`src/rtl/cdc_hs_pkg.sv`:
```
// Shared constants and helpers for the CDC handshake TX arbiter.
// Holds FSM state codes, default widths and the round-robin wrap.
package cdc_hs_pkg;

  localparam int DEF_DW          = 8;
  localparam int DEF_SYNC_STAGES = 2;

  localparam logic [1:0] ST_IDLE    = 2'd0;
  localparam logic [1:0] ST_SEND    = 2'd1;
  localparam logic [1:0] ST_RELEASE = 2'd2;

  function automatic int rr_wrap(
    input int idx,
    input int n
  );
    return (idx + 1 >= n) ? 0 : idx + 1;
  endfunction

endpackage

```
`src/rtl/cdc_hs_tx_arbiter_if.sv`:
```
// Multi-bit CDC launch channel: req/ack 4-phase with data and id.
// master = source side (drives req/data/id), slave = destination.
interface cdc_hs_tx_arbiter_if #(
  parameter int DW   = 8,
  parameter int ID_W = 2
) ();

  logic            ch_req;
  logic [DW-1:0]   ch_data;
  logic [ID_W-1:0] ch_id;
  logic            ch_ack;

  modport master (
    output ch_req,
    output ch_data,
    output ch_id,
    input  ch_ack
  );

  modport slave (
    input  ch_req,
    input  ch_data,
    input  ch_id,
    output ch_ack
  );

endinterface

```
`src/rtl/cdc_hs_rr_arb.sv`:
```
// Combinational round-robin picker: first set bit at/after ptr.
// Ports: req, ptr in; one-hot gnt, encoded idx, any out.
module cdc_hs_rr_arb #(
  parameter int N  = 4,
  parameter int IW = 2
) (
  input  logic [N-1:0]  req,
  input  logic [IW-1:0] ptr,
  output logic [N-1:0]  gnt,
  output logic [IW-1:0] idx,
  output logic          any
);

  // Scan from farthest to nearest so the nearest hit wins.
  always_comb begin
    gnt = '0;
    idx = '0;
    any = 1'b0;
    for (int k = N - 1; k >= 0; k--) begin
      if (req[(int'(ptr) + k) % N]) begin
        gnt = '0;
        gnt[(int'(ptr) + k) % N] = 1'b1;
        idx = IW'((int'(ptr) + k) % N);
        any = 1'b1;
      end
    end
  end

endmodule

```
`src/rtl/cdc_hs_tx_arbiter.sv`:
```
// Source-side arbiter sharing one 4-phase CDC channel among N_REQ.
// Ports: clk_i/rst_i, req_vld/req_data/req_rdy, ch (master), status.
module cdc_hs_tx_arbiter
  import cdc_hs_pkg::*;
#(
  parameter int N_REQ       = 4,
  parameter int DW          = DEF_DW,
  parameter int ID_W        = $clog2(N_REQ),
  parameter int SYNC_STAGES = DEF_SYNC_STAGES,
  parameter int TIMEOUT     = 255
) (
  input  logic                clk_i,
  input  logic                rst_i,
  input  logic [N_REQ-1:0]    req_vld,
  input  logic [N_REQ*DW-1:0] req_data,
  output logic [N_REQ-1:0]    req_rdy,
  cdc_hs_tx_arbiter_if.master ch,
  output logic                busy,
  output logic                done,
  output logic [ID_W-1:0]     done_id,
  output logic                tout_err
);

  localparam int CW = $clog2(TIMEOUT + 2);
  localparam logic [CW-1:0] TO_LAST =
    CW'((TIMEOUT > 0) ? TIMEOUT - 1 : 0);

  logic [1:0]             state_q;
  logic [ID_W-1:0]        ptr_q;
  logic [CW-1:0]          cnt_q;
  logic [SYNC_STAGES-1:0] sync_q;
  logic                   ack_s;

  logic [N_REQ-1:0]       gnt;
  logic [ID_W-1:0]        gidx;
  logic                   gany;
  logic                   grant_en;
  logic                   tout_hit;

  cdc_hs_rr_arb #(
    .N  (N_REQ),
    .IW (ID_W)
  ) u_arb (
    .req (req_vld),
    .ptr (ptr_q),
    .gnt (gnt),
    .idx (gidx),
    .any (gany)
  );

  assign ack_s    = sync_q[SYNC_STAGES-1];
  assign busy     = (state_q != ST_IDLE);
  // A stale ack from the previous transfer blocks new grants.
  assign grant_en = (state_q == ST_IDLE) && !ack_s && gany;
  assign req_rdy  = grant_en ? gnt : '0;
  assign tout_hit = (TIMEOUT != 0) && (cnt_q == TO_LAST);

  always_ff @(posedge clk_i or negedge rst_i) begin
    if (!rst_i) begin
      sync_q <= '0;
    end else begin
      sync_q <= {sync_q[SYNC_STAGES-2:0], ch.ch_ack};
    end
  end

  always_ff @(posedge clk_i or negedge rst_i) begin
    if (!rst_i) begin
      state_q    <= ST_IDLE;
      ptr_q      <= '0;
      cnt_q      <= '0;
      ch.ch_req  <= 1'b0;
      ch.ch_data <= '0;
      ch.ch_id   <= '0;
      done       <= 1'b0;
      tout_err   <= 1'b0;
      done_id    <= '0;
    end else begin
      done     <= 1'b0;
      tout_err <= 1'b0;
      unique case (1'b1)
        (state_q == ST_IDLE): begin
          if (grant_en) begin
            ch.ch_data <= req_data[gidx*DW +: DW];
            ch.ch_id   <= gidx;
            ch.ch_req  <= 1'b1;
            ptr_q      <= ID_W'(rr_wrap(int'(gidx), N_REQ));
            state_q    <= ST_SEND;
          end
        end
        (state_q == ST_SEND): begin
          cnt_q <= cnt_q + 1'b1;
          if (ack_s) begin
            ch.ch_req <= 1'b0;
            done      <= 1'b1;
            done_id   <= ch.ch_id;
            state_q   <= ST_RELEASE;
          end else if (tout_hit) begin
            ch.ch_req <= 1'b0;
            tout_err  <= 1'b1;
            done_id   <= ch.ch_id;
            state_q   <= ST_RELEASE;
          end
        end
        (state_q == ST_RELEASE): begin
          if (!ack_s) begin
            cnt_q   <= '0;
            state_q <= ST_IDLE;
          end
        end
        default: begin
          ch.ch_req <= 1'b0;
          state_q   <= ST_IDLE;
        end
      endcase
    end
  end

endmodule

```
`src/flat_wrapper.sv`:
```
// flat-port wrapper written by rule: the top's interface ports become plain ports
module cdc_hs_tx_arbiter_flat import cdc_hs_pkg::*;
#(
  parameter int N_REQ       = 4,
  parameter int DW          = DEF_DW,
  parameter int ID_W        = $clog2(N_REQ),
  parameter int SYNC_STAGES = DEF_SYNC_STAGES,
  parameter int TIMEOUT     = 255
)
  (clk_i, rst_i, req_vld, req_data, req_rdy, busy, done, done_id, tout_err, ch_ch_req, ch_ch_data, ch_ch_id, ch_ch_ack);
  cdc_hs_tx_arbiter_if #(.DW(DW), .ID_W(ID_W)) ch_i ();
  input  logic clk_i;
  input  logic rst_i;
  input  logic [N_REQ-1:0] req_vld;
  input  logic [N_REQ*DW-1:0] req_data;
  output logic [N_REQ-1:0] req_rdy;
  output logic busy;
  output logic done;
  output logic [ID_W-1:0] done_id;
  output logic tout_err;
  output wire logic [$bits(ch_i.ch_req)-1:0] ch_ch_req;
  output wire logic [$bits(ch_i.ch_data)-1:0] ch_ch_data;
  output wire logic [$bits(ch_i.ch_id)-1:0] ch_ch_id;
  input wire logic [$bits(ch_i.ch_ack)-1:0] ch_ch_ack;
  assign ch_ch_req = ch_i.ch_req;
  assign ch_ch_data = ch_i.ch_data;
  assign ch_ch_id = ch_i.ch_id;
  assign ch_i.ch_ack = ch_ch_ack;
  cdc_hs_tx_arbiter #(.N_REQ(N_REQ), .DW(DW), .ID_W(ID_W), .SYNC_STAGES(SYNC_STAGES), .TIMEOUT(TIMEOUT)) u_core (.clk_i(clk_i), .rst_i(rst_i), .req_vld(req_vld), .req_data(req_data), .req_rdy(req_rdy), .ch(ch_i), .busy(busy), .done(done), .done_id(done_id), .tout_err(tout_err));
endmodule
```
`config.mk`:
```
export PLATFORM = sky130hd
export DESIGN_NAME = cdc_hs_tx_arbiter_flat
export DESIGN_NICKNAME = d
export VERILOG_FILES = /design/src/rtl/cdc_hs_pkg.sv /design/src/rtl/cdc_hs_tx_arbiter_if.sv /design/src/rtl/cdc_hs_rr_arb.sv /design/src/rtl/cdc_hs_tx_arbiter.sv /design/src/flat_wrapper.sv
export SDC_FILE = /design/constraint.sdc
export NUM_CORES = 1
export LEC_CHECK = 0
export BUFFER_PORTS_ARGS = -buffer_cell sky130_fd_sc_hd__buf_2
export CORE_UTILIZATION = 56
export DETAILED_ROUTE_END_ITERATION = 16
export GPL_TIMING_DRIVEN = 0
export PLACE_DENSITY = 0.95
export REMOVE_ABC_BUFFERS = 1
export SYNTH_ARGS = -nofsm -noshare
export SYNTH_HDL_FRONTEND = slang
export SYNTH_SLANG_ARGS = --single-unit
```
`constraint.sdc`:
```
create_clock -name clk_i -period 4.6 [get_ports clk_i]
set_input_delay 0.69 -clock clk_i [delete_from_list [all_inputs] [get_ports clk_i]]
set_output_delay 0.69 -clock clk_i [all_outputs]
set_load 0.02 [all_outputs]
```
==> results.md, run 1 <==
- Run status: completed
- Die Height: 61.6 µm
- DR WL/cell: 14.8 µm
- Syn Area/Cell: 9.86 µm²
- Resized cells post-CTS: 0
- Worst vdd ir: 0.396 mV
- Pwr dens: 658 nW/µm²
- Dominant cell type by area after synthesis: dfrtp_1
- Layout cells sized above 1: 31.2%
- Logic pwr share: 61.0%
- Part of the power in registers: 29.4%
- GR Overflow Total: 0
- Final setup violation count: 0
- Hold Path Class: reg2reg
- Worst-case reg-to-reg path depth: 7
- Maximum capacitance violations: 0
- Hold path depth: 0
- Slew headroom: 17.9%
- Die area: 3800 µm²
- Final Hold Viols: 0
- Synth top area cells: dfrtp_1, mux2i_1, ha_1
- First-pass GRT wire length: 6730 µm
- WHS Endpoint: u_core.sync_q[1]$_DFF_PN0_
- Max FO, Critical Path: 15
- Layout area overhead: 17.0%
- Vias in the first global route: 1452
- CTS Buffer Depth: 2
- Reg clk slew, reported paths: 0.10 ns
- Startpoint Class: register
- Initial antenna violation count: 0
- Row cnt: 21
- Cell count after synthesis: 202
- Worst Setup SP: u_core.ptr_q[0]$_DFFE_PN0P_
- Mapped Area: 1990 µm²
- Final core occ: 69.3%
- Routed via count: 1731
- Sequential-to-total area share from yosys stat: 37.7%
- DRC: 0
- Post-route clock period utilization: 78.4%
- CTS H-tree depth: 2
- IO Pins: 59
- Worst reg2reg setup slack: 1.52 ns
- Clk root buf: clkbuf_4
- Max Freq: 277 MHz
- Vias per cell: 5.66
- Die X: 61.6 µm
- Hold_buf cts: 0
- Hold Startpoint: u_core.sync_q[0]$_DFF_PN0_
- Reg-to-Reg End: u_core.ch.ch_data[0]$_DFFE_PN0P_
- Final Max Tran Viols: 0
- Setup Skew: 0.0153 ns
- Yosys top cell area share: 37.7%
- Num CTS Buffers: 5
- GP Congestion: 0.849
- Nets: 309
- Iter 0 DRT Violations: 103
- Switching Share: 48.6%
- Pin count of the biggest net entering global routing: 31
- CP required: 3.91 ns
- Arrival time worst endpoint: 2.92 ns
- Port buffer count: 58
- Effective utilization at floorplan: 59.2%
- Total power: 0.00153 W
- Yosys warning total: 0
- Clock power share: 9.5%
- Yosys reg bits: 30
- Fill cell count: 286
- N_diodes: 0
- Post-route antenna net violation count: 0
- Hpwl dp: 3320 µm
- CTS tree: built
- Pleak: 1.11 nW
- Postcts setup bufs: 0
- Clock insertion delay at the later pin of the skew report: 0.33 ns
- Total GRT Usage: 24.8%
- Tightest Pin Transition: 1.22 ns
- Critical setup path kind: reg2out
- Unrepaired setup endpoints after global routing: false
- Core Box Area: 3360 µm²
- Final min period: 3.61 ns
- Internal Power: 0.000788 W
- Sw Pwr: 0.000745 W
- R2R Path Start: u_core.ptr_q[0]$_DFFE_PN0P_
- CP Capture Type: output pin
- Initial DRT Pass Iterations: 4
- Synth cell types: 43
- Setup TNS: 0 ns
- Final wirelength: 4530 µm
- # clock sinks: 30
## metal layers
layer	GRT usage, %	up-vias	wire (µm)
met5	0	-	0
met4	9.84	0	29
met3	3.15	2	144
met2	41.6	41	2310
met1	32.6	827	2050
li1	-	861	-
## cells in the mapped netlist, drive strengths merged
library cell   n
a31oi          4
nor3b          1
mux2i         15
o21a           1
mux2           4
o21ai         25
nor3           2
nor2b          2
a21boi         7
o41ai          1
or2            1
nor2          20
a31o           1
mux4           3
and3           2
o221ai         2
and2           3
buf            3
nand2b         1
nand4          5
or3            1
o21bai         1
ha            10
o211ai         1
xnor2          1
nand2         17
a21o           2
a32o           1
a2111oi        2
and2b          1
dfrtp         30
a211oi        12
a21oi          2
o31ai          2
inv            7
a22oi          4
clkbuf         5
## kinds of logic after synthesis
family | count (synthesis) | synth area share (%)
DFF | 30 | 37.7
buffers and inverters | 15 | 4.84
muxes | 22 | 13.2
AOI/OAI and AO/OA | 68 | 23.7
and+or+nand+nor | 56 | 13.8
xor gates and xnor gates | 1 | 0.440
adders and majority gates | 10 | 6.28
## worst max path at each step
stage	end	slack (ns)
6_report	req_rdy[0]	0.99
5_1_grt	req_rdy[2]	0.76
4_1_cts	req_rdy[2]	1.02
3_5_place_dp	req_rdy[2]	1.42
3_3_place_gp	req_rdy[3]	0.98
2_1_floorplan	req_rdy[0]	1.71
## worst max-delay path: stages, from the launching register on
cell	delay [ns]
dfrtp_1	0.75
inv_1	0.25
ha_1	0.42
mux4_2	0.30
nor2b_4	0.17
a22oi_1	0.13
o21ai_0	0.12
mux2i_1	0.20
nor2_1	0.06
buf_2	0.19
## final cells by class
cell class / instances / area (µm²) / area share (%)
timing repair buffer: 59 / 298 / 12.8
clock buffer: 7 / 45.0 / 1.93
inverter: 7 / 26.3 / 1.13
tap: 46 / 57.6 / 2.47
sequential: 30 / 751 / 32.2
multi-input combinational: 157 / 1150 / 49.5
## through the flow
stage	cell area, µm²	hold slack [ns]	setup WS (ns)	cells
2_1_floorplan	1920	0.331	1.71	194
3_3_place_gp	2270	0.334	0.976	298
3_5_place_dp	2280	0.340	1.42	299
4_1_cts	2330	0.359	1.02	306
5_1_grt	2330	0.372	0.764	306
6_report	2330	0.362	0.995	306
## power groups by stage
stage | Combinational [W] | Sequential [W] | Clock (W)
2_1_floorplan | 0.000621 | 0.000510 | 0
3_3_place_gp | 0.000885 | 0.000447 | 0
3_5_place_dp | 0.000932 | 0.000453 | 0
4_1_cts | 0.000932 | 0.000450 | 0.000147
5_1_grt | 0.00102 | 0.000468 | 0.000159
6_report | 0.000936 | 0.000451 | 0.000146
## state kept, by name, summed over array words and instances (netlist names)
signal             count
u_core.ptr_q           2
u_core.ch.ch_data      8
u_core.ch.ch_id        2
u_core.done_id         2
u_core.state_q         2
u_core.cnt_q           9
u_core.done            1
u_core.tout_err        1
u_core.ch.ch_req       1
u_core.sync_q          2
## layout by cell type, fill, tap and decap left out, types with 2 or more instances in the layout
cell type   n
nand4_1     5
mux2_2      4
nand2_1    17
a211oi_1   10
a211oi_2    2
ha_1       10
a21oi_1     2
inv_1       7
a22oi_1     4
a2111oi_0   2
a31oi_1     4
nor3_1      2
and3_1      2
clkbuf_4    5
o31ai_1     2
o221ai_1    2
mux2i_1    15
o21ai_0    22
a21o_1      2
buf_2      58
nor2b_4     2
clkbuf_1    2
a21boi_0    7
mux4_2      3
and2_1      2
dfrtp_1    30
nor2_1     20
Power figures use the tool's default switching activity.
==> run 2, diff against run 1 <==
--- a/config.mk
+++ b/config.mk
@@ -6,10 +6,10 @@
 export NUM_CORES = 1
 export LEC_CHECK = 0
 export BUFFER_PORTS_ARGS = -buffer_cell sky130_fd_sc_hd__buf_2
-export CORE_UTILIZATION = 56
+export CORE_UTILIZATION = 52
 export DETAILED_ROUTE_END_ITERATION = 16
 export GPL_TIMING_DRIVEN = 0
-export PLACE_DENSITY = 0.95
+export PLACE_DENSITY = 0.92
 export REMOVE_ABC_BUFFERS = 1
 export SYNTH_ARGS = -nofsm -noshare
 export SYNTH_HDL_FRONTEND = slang
==> constraint.sdc (replaced) <==
create_clock -name clk_i -period 3.6 [get_ports clk_i]
set_input_delay 0.54 -clock clk_i [delete_from_list [all_inputs] [get_ports clk_i]]
set_output_delay 0.54 -clock clk_i [all_outputs]
set_load 0.02 [all_outputs]
==> run 2 against run 1 <==
  * Register-to-register slack got worse by 1.0 ns
  * Total power increased by 34%
  * Utilization fell by 4.3 points
  * Critical endpoint is now req_rdy[2]
  * Largest cell class unchanged
  * Highest routed layer unchanged
==> results.md, run 2 (synthesis gave the netlist of run 1 again) <==
- Tightest Pin Transition: 1.18 ns
- N_diodes: 0
- Total GRT Usage: 23.9%
- Final Hold Viols: 0
- Startpoint Class: register
- Pin count of the biggest net entering global routing: 31
- Final min period: 3.38 ns
- DRC: 0
- Final setup violation count: 0
- Iter 0 DRT Violations: 102
- CTS Buffer Depth: 2
- Pwr dens: 863 nW/µm²
- Max incr delay on CP: 0.72 ns
- Port buffer count: 58
- Reg-to-Reg End: u_core.ch.ch_data[3]$_DFFE_PN0P_
- Part of the power in registers: 28.1%
- CTS H-tree depth: 2
- Max FO, Critical Path: 15
- GP Congestion: 0.837
- CTS tree: built
- Die area: 4080 µm²
- First-pass GRT wire length: 7530 µm
- Sw Pwr: 0.000963 W
- Slew headroom: 20.7%
- Worst vdd ir: 0.548 mV
- Clk root buf: clkbuf_8
- Nets: 309
- IO Pins: 59
- Hold Path Class: in2async
- Largest register FFs: 9
- Switching Share: 46.9%
- Initial DRT Pass Iterations: 4
- Final Max Tran Viols: 0
- Resized cells post-CTS: 0
- Initial antenna violation count: 0
- Setup Skew: 0.00706 ns
- Reg clk slew, reported paths: 0.06 ns
- Layout area overhead: 19.4%
- GR Overflow Total: 0
- Vias in the first global route: 1695
- Worst path cell trace: inv_1 -> ha_1 -> mux4_2 -> nor2b_4 -> a22oi_1 -> o21ai_0 -> mux2i_1 -> nor2_1 -> buf_2
- Clock insertion delay at the later pin of the skew report: 0.29 ns
- Arrival time worst endpoint: 2.84 ns
- DP Cell Count: 301
- Fill cell count: 301
- R2R Path Start: u_core.ptr_q[0]$_DFFE_PN0P_
- Routed via count: 1787
- Max Freq: 296 MHz
- Biggest register: u_core.cnt_q
- Run status: completed
- Vias per cell: 5.78
- # clock sinks: 30
- Postcts setup bufs: 0
- Worst-case reg-to-reg path depth: 7
- Die Height: 63.9 µm
- Post-route clock period utilization: 93.9%
- Logic pwr share: 58.3%
- Effective utilization at floorplan: 54.4%
- Final wirelength: 4570 µm
- Post-route insts no fill: 309
- Layout cells sized above 1: 31.8%
- Slowest cell on the critical path: dfrtp_1
- Internal Power: 0.00109 W
- Setup TNS: 0 ns
- CP Capture Type: output pin
- Row cnt: 22
- Die X: 63.9 µm
- Most common library cell in the layout ignoring fill and taps: buf_2
- Commonest cells after routing, fill and taps aside: buf_2, dfrtp_1, o21ai_0
- Unrepaired setup endpoints after global routing: false
- Pleak: 1.14 nW
- Num CTS Buffers: 5
- Maximum capacitance violations: 0
- Hold_buf cts: 0
- DR WL/cell: 14.8 µm
- Core Box Area: 3660 µm²
- Worst reg2reg setup slack: 0.48 ns
- Post-route antenna net violation count: 0
- Critical setup path kind: reg2out
- Regs by FF count: u_core.cnt_q x9, u_core.ch.ch_data x8
- Clock power share: 13.5%
- Hpwl dp: 3270 µm
- CP required: 3.06 ns
## run 2: cell types whose count changed in the layout (fill, tap and decap cells not counted), sizes merged
cell	previous run	this run
clkinv	0	1
## run 2: worst max-delay path: cells and delay by family (launching register included)
| family | cells | cell delay, ns |
|---|---|---|
| multiplexers | 2 | 0.45 |
| AND/OR/NAND/NOR | 2 | 0.22 |
| flip-flops | 1 | 0.72 |
| AO/OA/AOI/OAI | 2 | 0.28 |
| adder cells (fa/ha/maj) | 1 | 0.44 |
| buffers and inverters | 2 | 0.44 |
## run 2: final cells by class
cell class                      count  area [µm²]  share of cell area (%)
Sequential cell                    30         751                    31.6
Multi-Input combinational cell    157        1150                    48.4
Tap cell                           48        60.1                    2.52
Inverter                            7        26.3                    1.10
Timing Repair Buffer               59         298                    12.5
Clock buffer                        7        86.3                    3.63
Clock inverter                      1        5.00                   0.210
## run 2: routing by layer
metal  up-vias  GRT usage (%)  wire length, µm
met5         -              0                0
met4         0           13.6              112
met3        12           5.36              184
met2        50           40.8             2300
met1       861           27.5             1980
li1        864              -                -
## run 2: power groups by stage
stage,Clock (W),Combinational [W],Sequential (W)
global route,0.000300,0.00131,0.000600
detailed placement,0,0.00119,0.000581
floorplan,0,0.000793,0.000651
CTS,0.000279,0.00119,0.000576
finish,0.000277,0.00120,0.000577
global placement,0,0.00114,0.000572
## run 2: how the worst max path moves through the flow
stage / start / endpoint / slack (ns) / cells after the start
5_1_grt: u_core.ptr_q[0]$_DFFE_PN0P_ / req_rdy[2] / 0.003 / 9
3_3_place_gp: req_vld[1] / u_core.ch.ch_data[3]$_DFFE_PN0P_ / 0.15 / 5
2_1_floorplan: u_core.ptr_q[0]$_DFFE_PN0P_ / req_rdy[0] / 0.86 / 8
6_report: u_core.ptr_q[0]$_DFFE_PN0P_ / req_rdy[2] / 0.22 / 9
4_1_cts: u_core.ptr_q[0]$_DFFE_PN0P_ / req_rdy[2] / 0.24 / 9
3_5_place_dp: u_core.ptr_q[0]$_DFFE_PN0P_ / u_core.ch.ch_data[3]$_DFFE_PN0P_ / 0.49 / 7
## run 2: metrics by stage
stage               hold WS [ns]  power, W  worst slack (ns)  instance area [µm²]  utilization, %
finish                     0.279   0.00205             0.220                 2380            65.0
global route               0.336   0.00220           0.00318                 2380            65.0
CTS                        0.304   0.00205             0.236                 2380            65.0
detailed placement         0.349   0.00177             0.486                 2290            62.5
global placement           0.334   0.00171             0.146                 2270            62.1
floorplan                  0.244   0.00144             0.856                 1920               -
==> run 3, diff against run 2 <==
--- a/config.mk
+++ b/config.mk
@@ -6,6 +6,7 @@
 export NUM_CORES = 1
 export LEC_CHECK = 0
 export BUFFER_PORTS_ARGS = -buffer_cell sky130_fd_sc_hd__buf_2
+export CORE_MARGIN = 2
 export CORE_UTILIZATION = 52
 export DETAILED_ROUTE_END_ITERATION = 16
 export GPL_TIMING_DRIVEN = 0
==> run 3 against run 2 <==
  * Register-to-register slack about the same
  * Hold slack gained 0.0018 ns
  * Die area grew 6.4%
  * Via count decreased by 0.34%
  * Maximum frequency grew 0.22%
  * Routed wire length up 0.35%
  * Clock skew rose by 0.0022 ns
  * Flip-flop and latch count stayed put
  * Global-route usage decreased by 2.7 points
  * Critical endpoint is now req_rdy[3]
  * Non-clock buffer count unchanged
  * Cell count did not move
  * Sequential share of layout area is 0.23 points lower
==> results.md, run 3 (synthesis gave the netlist of run 1 again) <==
- Final min period: 3.37 ns
- Routed via count: 1781
- Setup Skew: 0.00922 ns
- Arrival time worst endpoint: 2.83 ns
- Final setup violation count: 0
- Core Box Area: 3660 µm²
- Vias in the first global route: 1609
- Worst Setup SP: u_core.ptr_q[0]$_DFFE_PN0P_
- CP Capture Type: output pin
- Final Max Tran Viols: 0
- Fill cell count: 278
- Pleak: 1.15 nW
- CTS Buffer Depth: 2
- Tightest Pin Transition: 1.26 ns
- Pin count of the biggest net entering global routing: 31
- Worst vdd ir: 0.488 mV
- CTS tree: built
- Run status: completed
- Final wirelength: 4590 µm
- Clock insertion delay at the later pin of the skew report: 0.29 ns
- Clk root buf: clkbuf_8
- First-pass GRT wire length: 7090 µm
- Effective utilization at floorplan: 54.4%
- Die X: 65.9 µm
- Reg clk slew, reported paths: 0.07 ns
- Regs by FF count: u_core.cnt_q x9, u_core.ch.ch_data x8
- Biggest register: u_core.cnt_q
- Num CTS Buffers: 5
- Initial antenna violation count: 0
- Max FO, Critical Path: 15
- Most common library cell in the layout ignoring fill and taps: buf_2
- Unrepaired setup endpoints after global routing: false
- Worst hold margin: 0.281 ns
- Post-route antenna net violation count: 0
- Postcts setup bufs: 0
- CP required: 3.06 ns
- Initial DRT Pass Iterations: 4
- Final Hold Viols: 0
- Vias per cell: 5.76
- N_diodes: 0
- Commonest cells after routing, fill and taps aside: buf_2, dfrtp_1, o21ai_0
- Port buffer count: 58
- GP Congestion: 0.817
- IO Pins: 59
- Post-route insts no fill: 309
- Die area: 4340 µm²
- Total power: 0.00211 W
- Critical setup path kind: reg2out
- Layout cells sized above 1: 32.2%
- Hold Path Class: in2async
- Fin area: 2400 µm²
- Total GRT Usage: 21.3%
- Setup TNS: 0 ns
- DP Area: 2290 µm²
- # clock sinks: 30
- Maximum capacitance violations: 0
- GR Overflow Total: 0
- Startpoint Class: register
- Resized cells post-CTS: 0
- R2R Path Start: u_core.ptr_q[0]$_DFFE_PN0P_
- Max Freq: 297 MHz
- Nets: 309
- Slew headroom: 15.0%
- Iter 0 DRT Violations: 105
- DRC: 0
- DR WL/cell: 14.8 µm
- Hpwl dp: 3350 µm
- Hold_buf cts: 0
- Pwr dens: 881 nW/µm²
- Row cnt: 22
- Largest register FFs: 9
- Layout area overhead: 20.3%
- Post-route clock period utilization: 93.7%
- CTS H-tree depth: 2
- DP Cell Count: 301
- Die Height: 65.9 µm
[run 3: cell types whose count changed in the layout (fill, tap and decap cells not counted), sizes merged]
cell    previous run  this run
clkbuf             7         5
clkinv             1         2
bufinv             0         1
[run 3: worst max-delay path: stages (launching register included)]
cell,delay [ns]
dfrtp_1,0.73
inv_1,0.25
ha_1,0.43
mux4_2,0.31
nor2b_4,0.17
a22oi_1,0.13
o21ai_0,0.11
mux2i_1,0.17
nor2_1,0.05
buf_2,0.18
[run 3: area by class of cell]
type | count | area [µm²] | area share (%)
clock inverters | 3 | 40.0 | 1.67
repair buffers | 59 | 298 | 12.4
well taps | 48 | 60.1 | 2.51
multi-input cells | 157 | 1150 | 48.1
clock buffers | 5 | 68.8 | 2.87
inverters | 7 | 26.3 | 1.10
flip-flops and latches | 30 | 751 | 31.3
[run 3: worst paths after layout]
check / endpoint / depth (start not counted) / slack [ns]
worst min-delay path: u_core.ch.ch_data[4]$_DFFE_PN0P_ / 1 / 0.28
max in group asynchronous: u_core.sync_q[0]$_DFF_PN0_ / 1 / 2.89
min in group clk_i: u_core.sync_q[1]$_DFF_PN0_ / 0 / 0.35
worst min register to register: u_core.sync_q[1]$_DFF_PN0_ / 0 / 0.35
worst max-delay path: req_rdy[3] / 9 / 0.23
worst max register to register: u_core.ch.ch_data[0]$_DFFE_PN0P_ / 7 / 0.48
[run 3: report_power, final]
group	internal [W]	switching [W]
Combinational	0.000483	0.000715
Sequential	0.000452	0.000131
Clock	0.000203	0.000126
[run 3: per-layer routing]
layer,global-route usage (%),vias to the layer above,share of wire (%)
met4,7.81,0,1.2
met3,4.60,7,3.9
met5,0,-,0
met1,26.2,859,44
met2,36.4,47,51
li1,-,868,-
[run 3: stage by stage]
step           util, %  worst slack [ns]
2_1_floorplan        -             0.856
3_3_place_gp      62.1             0.162
3_5_place_dp      62.5             0.509
4_1_cts           65.4             0.246
5_1_grt           65.4            0.0328
6_report          65.4             0.228
